## src/rtl/fft_iter_addr_gen.sv

```systemverilog
// ============================================================================
// Module      : fft_iter_addr_gen
// Description : In-place radix-2 DIT read/twiddle address decode with a
//               show-ahead FIFO that replays read pairs as write-back pairs.
// Revision    : 1.0 - initial release
// ============================================================================
`default_nettype none

module fft_iter_addr_gen #(
  parameter int LAYERS      = 5,
  parameter int BUTTERFLYES = 16,
  parameter int LayWL       = 3,
  parameter int ButtWL      = 4,
  parameter int FIFO_DEPTH  = 8
) (
  input  logic              CLK,
  input  logic              RST,
  input  logic              EN,
  input  logic              ADDR_RST,
  input  logic              ADDR_EN,
  input  logic              LAY_EN,
  input  logic              Wr,
  output logic [LAYERS-1:0] RD_ADDR_A,
  output logic [LAYERS-1:0] RD_ADDR_B,
  output logic [ButtWL-1:0] TW_ADDR,
  output logic [LAYERS-1:0] WR_ADDR_A,
  output logic [LAYERS-1:0] WR_ADDR_B,
  output logic              WR_VALID,
  output logic [LayWL-1:0]  LAY_CNT,
  output logic [ButtWL-1:0] BUT_CNT,
  output logic              LAST_BUT,
  output logic              LAST_LAY,
  output logic              ERR
);

  localparam int AW = (FIFO_DEPTH > 1) ? $clog2(FIFO_DEPTH) : 1;
  localparam logic [AW:0]       C_FULL     = (AW+1)'(FIFO_DEPTH);
  localparam logic [ButtWL-1:0] C_LAST_BUT = ButtWL'(BUTTERFLYES-1);
  localparam logic [LayWL-1:0]  C_LAST_LAY = LayWL'(LAYERS-1);

  logic [LayWL-1:0]    r_lay_cnt;
  logic [ButtWL-1:0]   r_but_cnt;
  logic [AW-1:0]       r_wptr;
  logic [AW-1:0]       r_rptr;
  logic [AW:0]         r_count;
  logic                r_err;
  logic [2*LAYERS-1:0] r_last;
  logic [2*LAYERS-1:0] r_mem [FIFO_DEPTH];

  logic [LAYERS-1:0]   w_b_ext;
  logic [LAYERS-1:0]   w_mask;
  logic [LAYERS-1:0]   w_rd_a;
  logic [LAYERS-1:0]   w_rd_b;
  logic [LayWL-1:0]    w_tw_sh;
  logic [LAYERS-1:0]   w_tw_full;
  logic [2*LAYERS-1:0] w_head;
  logic                w_run;
  logic                w_empty;
  logic                w_full;
  logic                w_pop;
  logic                w_push;
  logic                w_err_ev;

  // Insert a 0 (A) or 1 (B) at bit position LAY_CNT of the butterfly index.
  assign w_b_ext   = LAYERS'(r_but_cnt);
  assign w_mask    = (LAYERS'(1) << r_lay_cnt) - LAYERS'(1);
  assign w_rd_a    = ((w_b_ext & ~w_mask) << 1) | (w_b_ext & w_mask);
  assign w_rd_b    = w_rd_a | (LAYERS'(1) << r_lay_cnt);
  assign w_tw_sh   = C_LAST_LAY - r_lay_cnt;
  assign w_tw_full = (w_b_ext & w_mask) << w_tw_sh;

  assign w_run    = EN && !ADDR_RST;
  assign w_empty  = (r_count == '0);
  assign w_full   = (r_count == C_FULL);
  assign w_pop    = w_run && Wr && !w_empty;
  assign w_push   = w_run && ADDR_EN && (!w_full || w_pop);
  assign w_err_ev = w_run && ((ADDR_EN && w_full && !Wr) || (Wr && w_empty));

  // When drained, the outputs keep showing the most recently popped pair.
  assign w_head = w_empty ? r_last : r_mem[r_rptr];

  always_ff @(posedge CLK or negedge RST) begin
    if (!RST) begin
      r_lay_cnt <= '0;
      r_but_cnt <= '0;
      r_wptr    <= '0;
      r_rptr    <= '0;
      r_count   <= '0;
      r_err     <= 1'b0;
      r_last    <= '0;
    end else if (EN) begin
      if (ADDR_RST) begin
        r_lay_cnt <= '0;
        r_but_cnt <= '0;
        r_wptr    <= '0;
        r_rptr    <= '0;
        r_count   <= '0;
        r_err     <= 1'b0;
        r_last    <= '0;
      end else begin
        if (ADDR_EN) begin
          r_but_cnt <= (r_but_cnt == C_LAST_BUT) ? '0 : r_but_cnt + 1'b1;
        end
        if (LAY_EN) begin
          r_lay_cnt <= (r_lay_cnt == C_LAST_LAY) ? '0 : r_lay_cnt + 1'b1;
        end
        if (w_push) begin
          r_wptr <= r_wptr + 1'b1;
        end
        if (w_pop) begin
          r_rptr <= r_rptr + 1'b1;
          r_last <= r_mem[r_rptr];
        end
        case ({w_push, w_pop})
          2'b10:   r_count <= r_count + 1'b1;
          2'b01:   r_count <= r_count - 1'b1;
          default: r_count <= r_count;
        endcase
        if (w_err_ev) begin
          r_err <= 1'b1;
        end
      end
    end
  end

  // Storage needs no reset: entries are only visible while r_count covers them.
  always_ff @(posedge CLK) begin
    if (w_push) begin
      r_mem[r_wptr] <= {w_rd_a, w_rd_b};
    end
  end

  assign RD_ADDR_A = w_rd_a;
  assign RD_ADDR_B = w_rd_b;
  assign TW_ADDR   = w_tw_full[ButtWL-1:0];
  assign WR_ADDR_A = w_head[2*LAYERS-1:LAYERS];
  assign WR_ADDR_B = w_head[LAYERS-1:0];
  assign WR_VALID  = !w_empty;
  assign LAY_CNT   = r_lay_cnt;
  assign BUT_CNT   = r_but_cnt;
  assign LAST_BUT  = (r_but_cnt == C_LAST_BUT);
  assign LAST_LAY  = (r_lay_cnt == C_LAST_LAY);
  assign ERR       = r_err;

endmodule

`default_nettype wire

```

## config.mk

```make
export PLATFORM = sky130hd
export DESIGN_NAME = fft_iter_addr_gen
export DESIGN_NICKNAME = d
export VERILOG_FILES = /design/src/rtl/fft_iter_addr_gen.sv
export SDC_FILE = /design/constraint.sdc
export NUM_CORES = 1
export LEC_CHECK = 0
export CORE_ASPECT_RATIO = 2
export CORE_MARGIN = 5
export CORE_UTILIZATION = 50
export CTS_CLUSTER_DIAMETER = 60
export DETAILED_ROUTE_END_ITERATION = 16
export MAX_ROUTING_LAYER = met4
export PLACE_DENSITY = 0.72
export SLEW_MARGIN = 20
export SYNTH_ARGS = -nofsm -noshare
export SYNTH_HDL_FRONTEND = slang
export SYNTH_SLANG_ARGS = --single-unit
```

## constraint.sdc

```tcl
create_clock -name CLK -period 3.72 [get_ports CLK]
set_input_delay 0.744 -clock CLK [delete_from_list [all_inputs] [get_ports CLK]]
set_output_delay 0.744 -clock CLK [all_outputs]
set_load 0.005 [all_outputs]
```

==> results.md <==
* Die Height at 150 um
* Slew margin rel. at 51.2%
* Post-synth EDFFs at 80
* Die width at 79.8 um
* Via Count at 3054
* GP Congestion at 0.904
* Area of the multi-input gates at 0.00169 mm^2
* Drt total wl at 10400 um
* Wirelength per Cell at 19.3 um
* Register area share after synthesis at 63.7%
* Fillers at 746
* Top_reg_cell synth: edfxtp_1
* Post-synthesis register bit count at 108
* Fin crit share at 97.1%
* Vias in the first global route at 3246
* Status: finished clean
* Layout area overhead at 20.2%
* FF+latch area at 0.00310 mm^2
* Met3 WL at 312 um
* WHS at 0.480 ns
* Die area at 0.0119 mm^2
* # IOs at 42
* Placed Cells at 525
* Most frequent cells in the layout: edfxtp_1, clkdlybuf4s50_1, dfrtp_1, nand2_1
* CTS tree: built
* Ratio of cells with drive above 1 in the final layout at 17.4%
* First-pass GRT wire length at 16900 um
* Finished Layout Cells at 541
* Critical Path Start Type: register
* Post-synthesis area per instance at 14.3 um^2
* Syn_nets at 362
* Core box area at 0.00964 mm^2
* Crit path kind: reg -> out
* Reg clk slew, reported paths at 0.06 ns
* HPWL after DPL at 7450 um
* Final worst path period need at 3.61 ns
* Unique masters post-synth at 51
* Sequential share of power at 42.6%
* Static Leak at 2.11 nW
* Clock tree buffer depth at 2
* CP required at 2.98 ns
* Final hold vios at 0
* Final setup viols at 0
* Largest net degree at the start of global routing at 29
* Crit path max fanout at 10
* Layout Nets at 425
* WL met2 at 6100 um
* GRT Util Overall at 19.7%
* CP arrival at 2.87 ns
* Yosys warnings at 0
* DRC violations left at 0
* Worst VDD drop at 337 uV
* Commonest non-fill, non-tap cell in the layout: edfxtp_1
* Combinational Power Share at 33.9%
* DRT met1 WL at 3830 um
* Top Layer Used: met4
* Clk network pwr share at 23.5%
* Slew Limit Fails at 0
* Drt via density at 5.65
* Starting density of the core at 50.6%
* Hold Path Class: reg -> reg
* Sw Share at 29.0%
* Cell internal pwr at 0.00250 W
* Synth async-reset ratio at 25.9%
* Htree depth at 3
* Setup tns final at 0 ns
* Max_cap viols at 0
* Pwr per Cell Area at 602 mW/mm^2
* Syn Std Cell Area at 0.00487 mm^2
* DR pass1 iterations at 4
* Port buffer count at 41
* F_max at 0.277 GHz
* Clock sinks at 108
* Total power draw at 0.00352 W
* Initial antenna violation count at 0
* Total gr overflow at 0
* # diodes at 0
* Clock root buffer: clkbuf_16
* Mapped Cells at 341
* Type of destination of the critical path: primary output
* Setup Skew at 0.00512 ns
* 1st-iter DRT viols at 286
* Slew of the pin with the lowest slew margin at 0.732 ns
* Psw at 0.00102 W
* # rows at 51
* Post-Route Utilization at 60.8%
* Clock latency on the worst-skew pair at 0.34 ns
* Post-DRT Antenna Nets at 0
* CTS buffer count at 9
Yosys cell counts, types with 2 or more instances:
cell type	instances	area (um^2)
inv_1	14	52.6
nor3_1	3	15.0
nand3_1	3	15.0
mux2i_1	12	120
a311o_1	2	20.0
ha_1	13	163
mux4_2	20	450
and3_1	4	25.0
nor2_1	24	90.1
edfxtp_1	80	2400
nand2b_1	4	25.0
or2_2	4	25.0
xor2_1	2	17.5
a31oi_1	3	18.8
clkbuf_1	10	37.5
o31ai_1	3	22.5
dfrtp_1	28	701
nand2_1	25	93.8
buf_2	3	15.0
nor2b_1	6	37.5
o2bb2ai_1	2	17.5
nand3b_1	2	15.0
a21oi_1	18	90.1
o22a_1	2	17.5
o21ai_0	20	100
o22ai_1	4	25.0
or3_1	3	18.8
nor4_1	2	12.5
nor3b_1	3	22.5
metal layers:
metal,vias up,GRT usage [%]
met5,-,-
met3,12,2.41
met4,0,6.60
met2,68,36.5
li1,1428,-
met1,1546,21.3
worst paths after layout:
check | start | endpoint | slack [ns] | cells after the start
min reg2reg | r_last[3]$_DFFE_PN0P_ | r_last[3]$_DFFE_PN0P_ | 0.48 | 2
max | LAY_CNT[0]$_DFFE_PN0P_ | RD_ADDR_B[3] | 0.11 | 7
min in group asynchronous | RST | r_last[6]$_DFFE_PN0P_ | 0.80 | 2
max in group asynchronous | RST | r_count[1]$_DFFE_PN0P_ | 2.63 | 2
min | r_last[3]$_DFFE_PN0P_ | r_last[3]$_DFFE_PN0P_ | 0.48 | 2
max reg2reg | r_count[0]$_DFFE_PN0P_ | r_count[3]$_DFFE_PN0P_ | 1.08 | 8
per-stage QoR:
| step | instance area, um^2 | setup WS (ns) |
|---|---|---|
| floorplan | 4870 | 0.819 |
| global placement | 5580 | 0.438 |
| detailed placement | 5580 | 0.332 |
| CTS | 5850 | 0.0593 |
| global route | 5860 | -0.0319 |
| finish | 5860 | 0.107 |
power groups by stage:
stage	Clock, W	Combinational [W]	Sequential [W]
after floorplan	0	0.000685	0.00151
after global placement	0	0.00117	0.00152
after detailed placement	0	0.00119	0.00152
after CTS	0.000844	0.00120	0.00150
after global routing	0.000894	0.00132	0.00151
final	0.000828	0.00120	0.00150
sequential cells by signal (all words and copies together), names as in the netlist:
register / count
r_mem: 80
r_last: 10
BUT_CNT: 4
r_count: 4
LAY_CNT: 3
r_rptr: 3
r_wptr: 3
ERR: 1
area by class of cell:
cell class,instances,share of cell area [%]
inverter,14,0.897
tap,132,2.82
clock inverter,3,0.235
sequential,108,53.0
multi-input combinational,206,28.9
clock buffer,13,4.10
timing repair buffer,65,10.1
critical path: stages, from the launching register on:
cell and delay (ns):
dfrtp_1 0.38, buf_4 0.17, ha_1 0.20, ha_1 0.20
or3_1 0.41, and2_1 0.20, o221ai_1 0.37, clkdlybuf4s50_1 0.59
kinds of logic after synthesis:
logic type,count (synthesis),share of synthesized area (%)
AOI/OAI and AO/OA,67,8.83
xor gates and xnor gates,3,0.539
adders and majority gates,14,3.75
and+or+nand+nor,89,9.09
DFF,108,63.7
muxes,33,11.9
buffers and inverters,27,2.16
what timing repair did:
item	4_1_cts	5_1_grt
pin swaps	0	1
hold buffers	0	0
buffers inserted	0	0
hold endpoints to repair	0	0
setup endpoints to repair	1	2
resized for setup	3	4
(Power assumes the default switching activity.)
